**config.mk**
```make
export PLATFORM = sky130hd
export DESIGN_NAME = edge_map_reader_flat
export DESIGN_NICKNAME = d
export VERILOG_FILES = /design/src/rtl/edge_map_reader_if.sv /design/src/rtl/edge_map_reader.sv /design/src/flat_wrapper.sv
export SDC_FILE = /design/constraint.sdc
export NUM_CORES = 1
export LEC_CHECK = 0
export CAP_MARGIN = 20
export CORE_MARGIN = 2
export CORE_UTILIZATION = 43
export CTS_BUF_LIST = sky130_fd_sc_hd__clkbuf_2
export DETAILED_ROUTE_END_ITERATION = 8
export GPL_TIMING_DRIVEN = 0
export PLACE_DENSITY = 0.7
export SYNTH_ARGS = -nofsm -noshare
export SYNTH_HDL_FRONTEND = slang
export SYNTH_SLANG_ARGS = --single-unit
```
**constraint.sdc**
```tcl
create_clock -name clk_div_by_two -period 3.9 [get_ports clk_div_by_two]
set_input_delay 0.78 -clock clk_div_by_two [delete_from_list [all_inputs] [get_ports clk_div_by_two]]
set_output_delay 0.78 -clock clk_div_by_two [all_outputs]
set_load 0.005 [all_outputs]
```
**src/rtl/edge_map_reader_if.sv**
```systemverilog
// RAM read port and pixel stream between the edge-map reader and its neighbours.
// master = reader side, slave = RAM/consumer side.
interface edge_map_reader_if;
  logic [17:0] address;
  logic        wren;
  logic [31:0] data_read;
  logic        pixel_valid;
  logic        pixel_ready;
  logic        pixel_edge;
  logic [8:0]  pixel_x;
  logic [7:0]  pixel_y;

  modport master (
    output address, wren, pixel_valid, pixel_edge, pixel_x, pixel_y,
    input  data_read, pixel_ready
  );
  modport slave (
    input  address, wren, pixel_valid, pixel_edge, pixel_x, pixel_y,
    output data_read, pixel_ready
  );
endinterface

```
**src/rtl/edge_map_reader.sv**
```systemverilog
// Walks the edge-map RAM from START_ADDR to END_ADDR, presenting one edge flag
// per word with its (x, y) position over a valid/ready stream.
module edge_map_reader #(
  parameter int START_ADDR = 2240,
  parameter int END_ADDR   = 74559,
  parameter int LINE_WIDTH = 320
) (
  input  logic                clk_div_by_two,
  input  logic                rst_n,
  input  logic                pause,
  input  logic                enable_edge_readout,
  output logic [17:0]         edge_count,
  output logic                edge_readout_done,
  edge_map_reader_if.master   bus
);

  localparam logic [17:0] START_PTR = 18'(START_ADDR);
  localparam logic [17:0] END_PTR   = 18'(END_ADDR);
  localparam logic [8:0]  START_X   = 9'(START_ADDR % LINE_WIDTH);
  localparam logic [7:0]  START_Y   = 8'(START_ADDR / LINE_WIDTH);
  localparam logic [8:0]  LAST_X    = 9'(LINE_WIDTH - 1);

  typedef enum logic [2:0] {IDLE, ADDR, WAIT, CAPTURE, PRESENT, DONE} state_t;

  state_t      state;
  logic [17:0] ptr;

  // Only bit 0 of the RAM word carries the edge flag.
  logic unused_data;
  assign unused_data = ^bus.data_read[31:1];

  assign bus.wren = 1'b0;

  always_ff @(posedge clk_div_by_two or negedge rst_n) begin
    if (!rst_n) begin
      state             <= IDLE;
      ptr               <= '0;
      bus.address       <= '0;
      bus.pixel_valid   <= 1'b0;
      bus.pixel_edge    <= 1'b0;
      bus.pixel_x       <= '0;
      bus.pixel_y       <= '0;
      edge_count        <= '0;
      edge_readout_done <= 1'b0;
    end else if (!pause) begin
      // Abort beats every in-flight state; edge_count is kept for inspection.
      if (!enable_edge_readout && state != IDLE) begin
        state             <= IDLE;
        bus.address       <= '0;
        bus.pixel_valid   <= 1'b0;
        edge_readout_done <= 1'b0;
      end else begin
        case (state)
          IDLE: if (enable_edge_readout) begin
            ptr         <= START_PTR;
            bus.pixel_x <= START_X;
            bus.pixel_y <= START_Y;
            edge_count  <= '0;
            state       <= ADDR;
          end
          ADDR: begin
            bus.address <= ptr;
            state       <= WAIT;
          end
          WAIT: state <= CAPTURE;
          CAPTURE: begin
            bus.pixel_edge  <= bus.data_read[0];
            bus.pixel_valid <= 1'b1;
            state           <= PRESENT;
          end
          PRESENT: if (bus.pixel_ready) begin
            bus.pixel_valid <= 1'b0;
            if (bus.pixel_edge && edge_count != '1)
              edge_count <= edge_count + 18'd1;
            if (ptr == END_PTR) begin
              edge_readout_done <= 1'b1;
              state             <= DONE;
            end else begin
              ptr <= ptr + 18'd1;
              if (bus.pixel_x == LAST_X) begin
                bus.pixel_x <= '0;
                bus.pixel_y <= bus.pixel_y + 8'd1;
              end else begin
                bus.pixel_x <= bus.pixel_x + 9'd1;
              end
              state <= ADDR;
            end
          end
          DONE: edge_readout_done <= 1'b1;
          default: state <= IDLE;
        endcase
      end
    end
  end

endmodule
```
**src/flat_wrapper.sv**
```systemverilog
// flat-port wrapper written by rule: the top's interface ports become plain ports
module edge_map_reader_flat 
#(
  parameter int START_ADDR = 2240,
  parameter int END_ADDR   = 74559,
  parameter int LINE_WIDTH = 320
)
  (clk_div_by_two, rst_n, pause, enable_edge_readout, edge_count, edge_readout_done, bus_address, bus_wren, bus_pixel_valid, bus_pixel_edge, bus_pixel_x, bus_pixel_y, bus_data_read, bus_pixel_ready);
  edge_map_reader_if bus_i ();
  input  logic clk_div_by_two;
  input  logic rst_n;
  input  logic pause;
  input  logic enable_edge_readout;
  output logic [17:0] edge_count;
  output logic edge_readout_done;
  output wire logic [$bits(bus_i.address)-1:0] bus_address;
  output wire logic [$bits(bus_i.wren)-1:0] bus_wren;
  output wire logic [$bits(bus_i.pixel_valid)-1:0] bus_pixel_valid;
  output wire logic [$bits(bus_i.pixel_edge)-1:0] bus_pixel_edge;
  output wire logic [$bits(bus_i.pixel_x)-1:0] bus_pixel_x;
  output wire logic [$bits(bus_i.pixel_y)-1:0] bus_pixel_y;
  input wire logic [$bits(bus_i.data_read)-1:0] bus_data_read;
  input wire logic [$bits(bus_i.pixel_ready)-1:0] bus_pixel_ready;
  assign bus_address = bus_i.address;
  assign bus_wren = bus_i.wren;
  assign bus_pixel_valid = bus_i.pixel_valid;
  assign bus_pixel_edge = bus_i.pixel_edge;
  assign bus_pixel_x = bus_i.pixel_x;
  assign bus_pixel_y = bus_i.pixel_y;
  assign bus_i.data_read = bus_data_read;
  assign bus_i.pixel_ready = bus_pixel_ready;
  edge_map_reader #(.START_ADDR(START_ADDR), .END_ADDR(END_ADDR), .LINE_WIDTH(LINE_WIDTH)) u_core (.clk_div_by_two(clk_div_by_two), .rst_n(rst_n), .pause(pause), .enable_edge_readout(enable_edge_readout), .edge_count(edge_count), .edge_readout_done(edge_readout_done), .bus(bus_i));
endmodule
```
==> results.ini <==
[clock_tree]
cts-root-buf = clkbuf_2
clock_path_buffers = 2
holdBufCountCts = 0
numCtsBuffers = 9
clkTransAtPathRegs_ps = 210
tritoncts = built
post-cts-setup-buffer-count = 0
cts.sinks = 77
clk_latency_ps = 510
cts.repair.resized = 0
ctsHtreeMaxLevel = 3

[yosys]
synthSimpleGateAreaFrac_pct = 19.6
synth_area_leader_cell = dfrtp_1
synth_top_family_by_area = compound AO/OA/AOI/OAI gates
synth_mux_area_share_pct = 1.08
syn_avg_cell_area_um2 = 9.35
ys_ff_latch = 77
synth_top_flop_cell = dfrtp_1
yosysUniqueCellTypes = 57
synthXorXnorAreaFrac_pct = 0
synth_seq_area_share_pct = 47.5
synthArstFlopShare_pct = 100
postSynthCellCount = 434
synth-edff-count = 0
synth_fa_ha_area_share_pct = 1.23
synth_compound_area_share_pct = 26.1
syn-cell-area_mm2 = 0.00406
yosys-top-cells-area = dfrtp_1 47%, o31ai_1 6.8%, o21ai_0 6.3%, a22o_1 4.3%, nand2_1 3.9%
syn_nets = 475
synth_warnings = 0
yosysTopAreaCellShare_pct = 47.5

[sta]
fin_tns_setup_ps = 0
grt_setup_unrepaired = false
hold_viol = 0
finClkSkew_ps = 24.5
period_needed_ps = 2600
fin_crit_sh_pct = 66.6
max-slew-margin-rel_pct = 44.6
worst_pin_slew_ps = 824
drv_slew = 0
max_freq_mhz = 385
finalSetupViolCount = 0

[setup_path]
r2r-end = u_core.edge_count[15]
cpMaxStageDelayCell = clkdlybuf4s50_1
r2r_start = u_core.state[1]
start_kind = input pin
r2r_slack_ps = 1510
crit_buf_inv = 1
endpoint_kind = register
slowest_delay_ps = 430
worstPathArrival_ps = 2990
path_max_fanout = 9
required_ps = 4300
cpLargestDelayFamily = simple AND/OR/NAND/NOR gates
crit_chain = clkdlybuf4s50_1, and2b_1, nand3_1, nor2_1, nand2_1, o41ai_1
path_class = input pin to register
reg2reg_depth = 7

[place]
place_congestion = 0.868
dp.cells = 606
placed_area_mm2 = 0.00482
io_buffers = 60
dp_hpwl_mm = 7.70

[floorplan]
start_util_pct = 44.1
die_w_um = 101
fp.dieArea_mm2 = 0.0102
rows = 35
core_area_mm2 = 0.00920
pin_count = 94
die_y_um = 101

[pwr]
power_density_mw_per_mm2 = 336
ir_drop_mv = 0.162
power_leakage_uw = 0.00203

[grt]
grt_pass1_vias = 3539
antenna_found_initial = 0
track_usage_pct = 22.2
grt_pass1_wl_mm = 18.2
grt_max_degree = 64
grt_overflow = 0

[detailed_routing]
vias_per_cell = 6.19
wl_mm = 11.0
firstDrtPassIters = 5
drtIter0Drc = 321
drc = 0
vias = 3859
post_drt_wl_per_cell_um = 17.7
ant_nets = 0

[final_layout]
drive_above_1_share_pct = 7.83
fillers = 846
nNetsFinal = 547
syn_to_final_growth_pct = 22.1
stdcell_area_mm2 = 0.00495
layoutNonFillerInstCount = 623

[hold_path]
hold_path.class = input pin to asynchronous set/reset pin

[run]
maxCapViolCount = 0

[status]
status = complete, no violations

-- worst max-delay path by stage --
stage / startpoint / endpoint / slack, ps / depth (start not counted)
final: pause / u_core.ptr[8] / 1300 / 6
after global routing: pause / u_core.ptr[8] / 1160 / 6
after CTS: pause / u_core.ptr[8] / 1340 / 6
after detailed placement: pause / u_core.ptr[8] / 790 / 6
after global placement: rst_n / u_core.edge_count[16] / -670 / 1
after floorplan: enable_edge_readout / u_core.bus.pixel_y[3] / 1780 / 6
-- report_power, final --
part           internal, µW  switching [µW]
sequential              844            42.3
clock                   214             271
combinational           133             163
-- placed cells by master, fill, tap and decap left out, types with 3 or more instances in the layout --
cell type        Yosys  final
buf_2               11     11
clkbuf_2             1     12
buf_4                2      3
o21ai_0             51     51
a22o_1              20     20
nor2_1              26     26
a21oi_1             15     15
clkbuf_1            12     12
a31oi_1              7      7
and4_1               4      4
nor3_1               8      8
nand2_1             42     42
o31ai_1             37     37
clkdlybuf4s50_1      0     59
o41ai_1              4      4
nor4_1               4      4
a41oi_1              3      3
mux2_2               3      3
nand4_1             10     10
and3_1               7      7
dfrtp_1             77     77
inv_1                8      8
nand3_1             26     26
ha_1                 4      4
nand2b_1             3      3
and2_1               8      8
or4_1                3      3
-- cell usage after synthesis (3+ instances only) --
master and number:
and4_1 4, o31ai_1 37, nor4_1 4, o21ai_0 51, dfrtp_1 77, ha_1 4
a22o_1 20, nor3_1 8, nand2b_1 3, nor2_1 26, mux2_2 3, nand2_1 42
inv_1 8, and2_1 8, a21oi_1 15, buf_2 11, a41oi_1 3, or4_1 3
nand4_1 10, clkbuf_1 12, o41ai_1 4, nand3_1 26, and3_1 7, a31oi_1 7
-- metrics by stage --
step	hold WS, ps	worst slack [ps]	util [%]	power (µW)
after floorplan	475	1780	-	1050
after global placement	477	-670	52.2	1180
after detailed placement	478	789	52.4	1200
after CTS	65.7	1340	53.9	1680
after global routing	46.5	1160	53.9	1750
final	84.6	1300	53.9	1670
-- final cells by class --
type | instances | area [µm²] | share of cell area [%]
multi-input combinational | 320 | 1950 | 39.4
sequential | 77 | 1930 | 38.9
timing repair buffer | 61 | 626 | 12.6
buffer | 29 | 146 | 2.95
tap | 111 | 139 | 2.80
clock inverter | 5 | 75.1 | 1.52
clock buffer | 11 | 55.1 | 1.11
inverter | 8 | 30.0 | 0.606
antenna | 1 | 2.50 | 0.0505
-- state kept, by name, summed over array words and instances, names as in the netlist --
signal,flops
u_core.bus.pixel_x,9
u_core.bus.pixel_y,8
u_core.state,3
u_core.bus.pixel_edge,1
u_core.edge_readout_done,1
u_core.bus.pixel_valid,1
u_core.ptr,18
u_core.edge_count,18
u_core.bus.address,18
-- cells by family after synthesis --
group | after synthesis
AOI/OAI and AO/OA | 158
DFF | 77
muxes | 4
other | 1
buffers and inverters | 37
and+or+nand+nor | 153
adders and majority gates | 4
-- metal layers --
| metal | GRT usage (%) | vias up | routed length [µm] |
|---|---|---|---|
| li1 | - | 1800 | - |
| met1 | 33.2 | 1891 | 5110 |
| met2 | 33.9 | 152 | 5100 |
| met3 | 2.90 | 16 | 635 |
| met4 | 6.44 | 0 | 166 |
| met5 | 0 | - | 0 |
No activity file was read; power rests on OpenSTA's default activity.
